===== src/rtl/router_fsm_ctrl_if.sv =====
// Handshake bundle between the 1x3 router packet-flow controller and its neighbours
// (source, register block, synchronizer and output FIFOs).
interface router_fsm_ctrl_if;
   logic       pkt_valid;
   logic [1:0] data_in;
   logic       fifo_full;
   logic       fifo_empty_0;
   logic       fifo_empty_1;
   logic       fifo_empty_2;
   logic       soft_reset_0;
   logic       soft_reset_1;
   logic       soft_reset_2;
   logic       parity_done;
   logic       low_pkt_valid;

   logic       detect_add;
   logic       lfd_state;
   logic       ld_state;
   logic       laf_state;
   logic       full_state;
   logic       write_enb_reg;
   logic       rst_int_reg;
   logic       busy;

   modport master (
      output pkt_valid, data_in, fifo_full,
      output fifo_empty_0, fifo_empty_1, fifo_empty_2,
      output soft_reset_0, soft_reset_1, soft_reset_2,
      output parity_done, low_pkt_valid,
      input  detect_add, lfd_state, ld_state, laf_state, full_state,
      input  write_enb_reg, rst_int_reg, busy
   );

   modport slave (
      input  pkt_valid, data_in, fifo_full,
      input  fifo_empty_0, fifo_empty_1, fifo_empty_2,
      input  soft_reset_0, soft_reset_1, soft_reset_2,
      input  parity_done, low_pkt_valid,
      output detect_add, lfd_state, ld_state, laf_state, full_state,
      output write_enb_reg, rst_int_reg, busy
   );
endinterface


===== src/rtl/router_fsm_ctrl.sv =====
// Packet-flow controller for the 1x3 router: sequences header decode, payload load,
// full-stall recovery and parity handling; all outputs are Moore.
//
// state              | meaning
// -------------------+-------------------------------------------------------
// DECODE_ADDRESS     | idle, waiting for a header byte with a valid address
// WAIT_TILL_EMPTY    | addressed FIFO still holds an older packet
// LOAD_FIRST_DATA    | header byte written into the addressed FIFO
// LOAD_DATA          | payload bytes streaming into the FIFO
// FIFO_FULL_STATE    | addressed FIFO full, source stalled
// LOAD_AFTER_FULL    | FIFO drained, write the byte held during the stall
// LOAD_PARITY        | parity byte written
// CHECK_PARITY_ERROR | parity compared; may still stall if FIFO filled up
module router_fsm_ctrl (
   input  logic               clk,
   input  logic               reset,
   router_fsm_ctrl_if.slave   ctl
);

   typedef enum logic [2:0] {
      DECODE_ADDRESS     = 3'd0,
      WAIT_TILL_EMPTY    = 3'd1,
      LOAD_FIRST_DATA    = 3'd2,
      LOAD_DATA          = 3'd3,
      FIFO_FULL_STATE    = 3'd4,
      LOAD_AFTER_FULL    = 3'd5,
      LOAD_PARITY        = 3'd6,
      CHECK_PARITY_ERROR = 3'd7
   } state_t;

   state_t     state_q, state_d;
   logic [1:0] addr_q, addr_d;
   logic       addr_soft_rst;
   logic       addr_empty;
   logic       hdr_empty;

   // Status of the port latched for the packet in flight.
   always_comb begin
      addr_soft_rst = 1'b0;
      addr_empty    = 1'b0;
      case (addr_q)
         2'd0: begin addr_soft_rst = ctl.soft_reset_0; addr_empty = ctl.fifo_empty_0; end
         2'd1: begin addr_soft_rst = ctl.soft_reset_1; addr_empty = ctl.fifo_empty_1; end
         2'd2: begin addr_soft_rst = ctl.soft_reset_2; addr_empty = ctl.fifo_empty_2; end
         default: begin addr_soft_rst = 1'b0; addr_empty = 1'b0; end
      endcase
   end

   always_comb begin
      hdr_empty = 1'b0;
      case (ctl.data_in)
         2'd0:    hdr_empty = ctl.fifo_empty_0;
         2'd1:    hdr_empty = ctl.fifo_empty_1;
         2'd2:    hdr_empty = ctl.fifo_empty_2;
         default: hdr_empty = 1'b0;
      endcase
   end

   always_ff @(posedge clk or posedge reset) begin
      if (reset) begin
         state_q <= DECODE_ADDRESS;
         addr_q  <= 2'd0;
      end else begin
         state_q <= state_d;
         addr_q  <= addr_d;
      end
   end

   always_comb begin
      state_d = state_q;
      addr_d  = addr_q;
      if ((state_q != DECODE_ADDRESS) && addr_soft_rst) begin
         state_d = DECODE_ADDRESS;
      end else begin
         case (state_q)
            DECODE_ADDRESS: begin
               if (ctl.pkt_valid && (ctl.data_in != 2'b11)) begin
                  addr_d  = ctl.data_in;
                  state_d = hdr_empty ? LOAD_FIRST_DATA : WAIT_TILL_EMPTY;
               end
            end
            WAIT_TILL_EMPTY: begin
               if (addr_empty) state_d = LOAD_FIRST_DATA;
            end
            LOAD_FIRST_DATA: state_d = LOAD_DATA;
            LOAD_DATA: begin
               if (ctl.fifo_full)       state_d = FIFO_FULL_STATE;
               else if (!ctl.pkt_valid) state_d = LOAD_PARITY;
            end
            FIFO_FULL_STATE: begin
               if (!ctl.fifo_full) state_d = LOAD_AFTER_FULL;
            end
            LOAD_AFTER_FULL: begin
               if (ctl.parity_done)        state_d = DECODE_ADDRESS;
               else if (ctl.low_pkt_valid) state_d = LOAD_PARITY;
               else                        state_d = LOAD_DATA;
            end
            LOAD_PARITY: state_d = CHECK_PARITY_ERROR;
            CHECK_PARITY_ERROR: begin
               state_d = ctl.fifo_full ? FIFO_FULL_STATE : DECODE_ADDRESS;
            end
            default: state_d = DECODE_ADDRESS;
         endcase
      end
   end

   // Source is only free to advance while idle or streaming payload.
   always_comb begin
      ctl.detect_add    = (state_q == DECODE_ADDRESS);
      ctl.lfd_state     = (state_q == LOAD_FIRST_DATA);
      ctl.ld_state      = (state_q == LOAD_DATA);
      ctl.laf_state     = (state_q == LOAD_AFTER_FULL);
      ctl.full_state    = (state_q == FIFO_FULL_STATE);
      ctl.rst_int_reg   = (state_q == CHECK_PARITY_ERROR);
      ctl.write_enb_reg = (state_q == LOAD_DATA) || (state_q == LOAD_PARITY) ||
                          (state_q == LOAD_AFTER_FULL);
      ctl.busy          = !((state_q == DECODE_ADDRESS) || (state_q == LOAD_DATA));
   end

endmodule


===== src/flat_wrapper.sv =====
// flat-port wrapper written by rule: the top's interface ports become plain ports
module router_fsm_ctrl_flat 
  (clk, reset, ctl_pkt_valid, ctl_data_in, ctl_fifo_full, ctl_fifo_empty_0, ctl_fifo_empty_1, ctl_fifo_empty_2, ctl_soft_reset_0, ctl_soft_reset_1, ctl_soft_reset_2, ctl_parity_done, ctl_low_pkt_valid, ctl_detect_add, ctl_lfd_state, ctl_ld_state, ctl_laf_state, ctl_full_state, ctl_write_enb_reg, ctl_rst_int_reg, ctl_busy);
  router_fsm_ctrl_if ctl_i ();
  input  logic clk;
  input  logic reset;
  input wire logic [$bits(ctl_i.pkt_valid)-1:0] ctl_pkt_valid;
  input wire logic [$bits(ctl_i.data_in)-1:0] ctl_data_in;
  input wire logic [$bits(ctl_i.fifo_full)-1:0] ctl_fifo_full;
  input wire logic [$bits(ctl_i.fifo_empty_0)-1:0] ctl_fifo_empty_0;
  input wire logic [$bits(ctl_i.fifo_empty_1)-1:0] ctl_fifo_empty_1;
  input wire logic [$bits(ctl_i.fifo_empty_2)-1:0] ctl_fifo_empty_2;
  input wire logic [$bits(ctl_i.soft_reset_0)-1:0] ctl_soft_reset_0;
  input wire logic [$bits(ctl_i.soft_reset_1)-1:0] ctl_soft_reset_1;
  input wire logic [$bits(ctl_i.soft_reset_2)-1:0] ctl_soft_reset_2;
  input wire logic [$bits(ctl_i.parity_done)-1:0] ctl_parity_done;
  input wire logic [$bits(ctl_i.low_pkt_valid)-1:0] ctl_low_pkt_valid;
  output wire logic [$bits(ctl_i.detect_add)-1:0] ctl_detect_add;
  output wire logic [$bits(ctl_i.lfd_state)-1:0] ctl_lfd_state;
  output wire logic [$bits(ctl_i.ld_state)-1:0] ctl_ld_state;
  output wire logic [$bits(ctl_i.laf_state)-1:0] ctl_laf_state;
  output wire logic [$bits(ctl_i.full_state)-1:0] ctl_full_state;
  output wire logic [$bits(ctl_i.write_enb_reg)-1:0] ctl_write_enb_reg;
  output wire logic [$bits(ctl_i.rst_int_reg)-1:0] ctl_rst_int_reg;
  output wire logic [$bits(ctl_i.busy)-1:0] ctl_busy;
  assign ctl_i.pkt_valid = ctl_pkt_valid;
  assign ctl_i.data_in = ctl_data_in;
  assign ctl_i.fifo_full = ctl_fifo_full;
  assign ctl_i.fifo_empty_0 = ctl_fifo_empty_0;
  assign ctl_i.fifo_empty_1 = ctl_fifo_empty_1;
  assign ctl_i.fifo_empty_2 = ctl_fifo_empty_2;
  assign ctl_i.soft_reset_0 = ctl_soft_reset_0;
  assign ctl_i.soft_reset_1 = ctl_soft_reset_1;
  assign ctl_i.soft_reset_2 = ctl_soft_reset_2;
  assign ctl_i.parity_done = ctl_parity_done;
  assign ctl_i.low_pkt_valid = ctl_low_pkt_valid;
  assign ctl_detect_add = ctl_i.detect_add;
  assign ctl_lfd_state = ctl_i.lfd_state;
  assign ctl_ld_state = ctl_i.ld_state;
  assign ctl_laf_state = ctl_i.laf_state;
  assign ctl_full_state = ctl_i.full_state;
  assign ctl_write_enb_reg = ctl_i.write_enb_reg;
  assign ctl_rst_int_reg = ctl_i.rst_int_reg;
  assign ctl_busy = ctl_i.busy;
  router_fsm_ctrl u_core (.clk(clk), .reset(reset), .ctl(ctl_i));
endmodule

===== config.mk =====
export PLATFORM = sky130hd
export DESIGN_NAME = router_fsm_ctrl_flat
export DESIGN_NICKNAME = d
export VERILOG_FILES = /design/src/rtl/router_fsm_ctrl_if.sv /design/src/rtl/router_fsm_ctrl.sv /design/src/flat_wrapper.sv
export SDC_FILE = /design/constraint.sdc
export NUM_CORES = 1
export LEC_CHECK = 0
export ABC_AREA = 1
export BUFFER_PORTS_ARGS = -buffer_cell sky130_fd_sc_hd__buf_2
export CORE_AREA = 5 5 42 44
export DETAILED_ROUTE_END_ITERATION = 6
export DIE_AREA = 0 0 47 49
export PLACE_DENSITY = 0.79
export SYNTH_ARGS = -nofsm -noshare
export SYNTH_HDL_FRONTEND = slang
export SYNTH_SLANG_ARGS = --single-unit

===== constraint.sdc =====
create_clock -name clk -period 1.7 [get_ports clk]
set_clock_uncertainty 0.15 [all_clocks]
set_input_delay 0.51 -clock clk [delete_from_list [all_inputs] [get_ports clk]]
set_output_delay 0.51 -clock clk [all_outputs]
set_load 0.02 [all_outputs]

==> metrics <==
cell family contributing the most delay on the critical path=flip-flops; Critical Path End Type=primary output; count of warnings emitted by yosys=0; max_slew headroom=0.809; deepest level of the CTS H-tree=1; count of final setup violators=8; sequential element share of the synthesized area=0.233; clock tree from TritonCTS=built; Remaining Overflow, GRT=0; Chip Width=47 um; Max Clock Freq=between 500 and 600 MHz; biggest fanout along the worst timing path=6; hold bufs inserted after CTS=0; number of max-capacitance violations reported=0; Final Hold Vio Count=0; area enclosed by the die boundary=between 2000 and 2500 um2; vias after detailed routing=~750; CTS buffer count=3; most used flip-flop cell after synthesis=dfrtp_1; pin count of the biggest net entering global routing=7; critical path cell sequence=buf_4, nor3_2, buf_4; min cycle time layout=around 1900 ps; worst setup path start=u_core.state_q[0]$_DFFE_PP0P_; Slew @ Worst Pin=around 280 ps; proportion of netlist area held by the largest area contributor=0.233; most numerous cell on the critical path=buf_4; latest clock arrival within the worst-skew pair=240 ps; P per Cell Area=between 1500 and 2000 nW/um2; share of synthesized registers carrying an async set or reset=1.00; Worst VDD drop=about 970 uV; std cell rows=14; CP Depth=3; # fillers=~130; number of search-and-repair iterations in the first detailed-routing pass=4; worst setup timing slack at the placement stage=approximately 42 ps; clock tree sinks=5; fraction of layout instances using a drive strength above 1=0.519; initial core utilization=0.384; count leader, synth=nand2_1; largest stage delay on the critical path=between 400 and 500 ps; initial DRC count=13; post-synth net total=around 110; Non-Filler Instances=between 150 and 200; average vias per placed instance=between 4 and 5; Critical R2R Capture=u_core.state_q[2]$_DFFE_PP0P_; Netlist Area Pre-Place=around 540 um2; end-of-flow core utilization=0.645; sort of element at the start of the critical path=flop; count of nets left with antenna violations after detail routing=0; area of all placed cells without fillers=~900 um2; per-instance average area after synthesis=between 5 and 6 um2; Post-DP Area=roughly 650 um2; Worst R2R Setup Slack=30 ps; type of the tightest min-delay check=in -> async; fin nets=150; leading post-synthesis cells by cell area=dfrtp_1 23%, nand2_1 22%, inv_1 13%; layout-stage area growth over the synthesis result=67.9%; antenna violations before repair=0; maximum clock path buffer count=2; detail-routed net length per standard cell=roughly 13 um; aggregate global-route resource usage=0.170; slowest library cell on the worst path=dfrtp_2; # port buffers=21; cells after synthesis=approximately 100; Clock transition at path regs=50 ps; wire length reported by the detailed router=2010 um; Die Span Y=between 40 and 50 um; PnR worst setup slack=-164 ps; Remaining DRCs=0; Worst EP required=1040 ps; boundary pin count=22; number of synthesized flops with an enable pin=0; violations in the final reports=setup timing; via count of the first global-routing pass=743; final clock period utilization by the worst path=1.10; crit path DAT=roughly 1200 ps; cell count of the worst reg-to-reg path=11; commonest cells in the netlist=31 x nand2_1, 18 x inv_1, 16 x nor2_1, 12 x nand3_1, 5 x dfrtp_1; critical register-to-register path startpoint=u_core.state_q[1]$_DFFE_PP0P_; Antenna Diode Count=0; outcome=finished, violations left; cell leakage power=roughly 0.52 nW; combined buffer and inverter count along the critical path=2; weighted congestion reported at the end of routability-driven placement=approximately 0.82; master cell of the clock root buffer=clkbuf_4; count of state elements after synthesis=5; core area=between 1000 and 1500 um2; wire length of the first global-routing pass=approximately 2900 um; count of pins over their slew limit=0; post-synth cell types=14; library cell with the largest summed area after synthesis=dfrtp_1; detailed placement HPWL=1060 um; Crit Path Category=reg -> out; unrepaired setup endpoints after global routing=true; number of placed instances, taps included=around 130
==> cell type report <==
| cell class | count | area, um2 | area share |
|---|---|---|---|
| Clock buffer | 4 | 26.3 | 0.0291 |
| Inverter | 19 | 73.8 | 0.0817 |
| Multi-Input combinational cell | 73 | 408 | 0.452 |
| Sequential cell | 5 | 129 | 0.143 |
| Tap cell | 16 | 20.0 | 0.0222 |
| Timing Repair Buffer | 34 | 246 | 0.273 |
==> sequential cells by signal (all words and copies together) (netlist names) <==
register,cells
u_core.addr_q,2
u_core.state_q,3
==> layout by cell type (no fill, tap or decap) <==
cell / n
clkbuf_4: 3
nor2_1: 10
nor2_2: 4
dfrtp_1: 2
inv_2: 7
clkbuf_1: 1
nand2_2: 6
inv_1: 11
nor2_4: 4
inv_4: 1
buf_4: 13
dfrtp_2: 3
nand2_4: 1
buf_2: 14
o21ai_0: 4
nand3_2: 4
nand2_1: 27
nand3_4: 1
nand3_1: 9
nor3b_1: 1
nor3_2: 2
buf_6: 7
==> worst max-delay path by stage <==
stage | to | slack (ps)
finish | ctl_lfd_state | -160
floorplan | ctl_lfd_state | 50
detailed placement | ctl_busy | 40
global route | ctl_busy | -200
global placement | ctl_busy | 70
CTS | ctl_busy | -110
==> logic make-up after synthesis <==
family / after synthesis / synth area share
compound gates: 4 / 0.0372
buf+inv: 20 / 0.153
flops: 5 / 0.233
simple gates: 69 / 0.577
==> per-stage QoR <==
| stage | setup TNS, ps | power (mW) | hold slack, ps |
|---|---|---|---|
| 3_3_place_gp | 0 | 1.00 | 260 |
| 2_1_floorplan | 0 | 0.835 | 139 |
| 3_5_place_dp | 0 | 1.02 | 264 |
| 4_1_cts | -589 | 1.48 | 7.99 |
| 6_report | -912 | 1.68 | 11.7 |
| 5_1_grt | -1420 | 1.80 | 23.8 |
==> where the power goes <==
part / leakage [nW] / switching [mW] / internal [mW]
logic: 0.451 / 0.727 / 0.528
registers: 0.0590 / 0.101 / 0.182
clock network: 0.0150 / 0.0488 / 0.0888
total: 0.525 / 0.877 / 0.799
==> timing repair <==
action,CTS,global route
pin swaps,5,6
resized for setup,27,18
endpoints found under the setup margin,8,11
setup buffers,12,1
cloned,0,0
==> per-layer routing <==
metal  GRT usage  share of wire  up-vias
li1            -              -      371
met5           0              0        -
met3      0.0258          0.045        8
met2       0.276           0.50       24
met4       0.111          0.037        0
met1       0.196           0.41      351
Power figures use the tool's default switching activity.
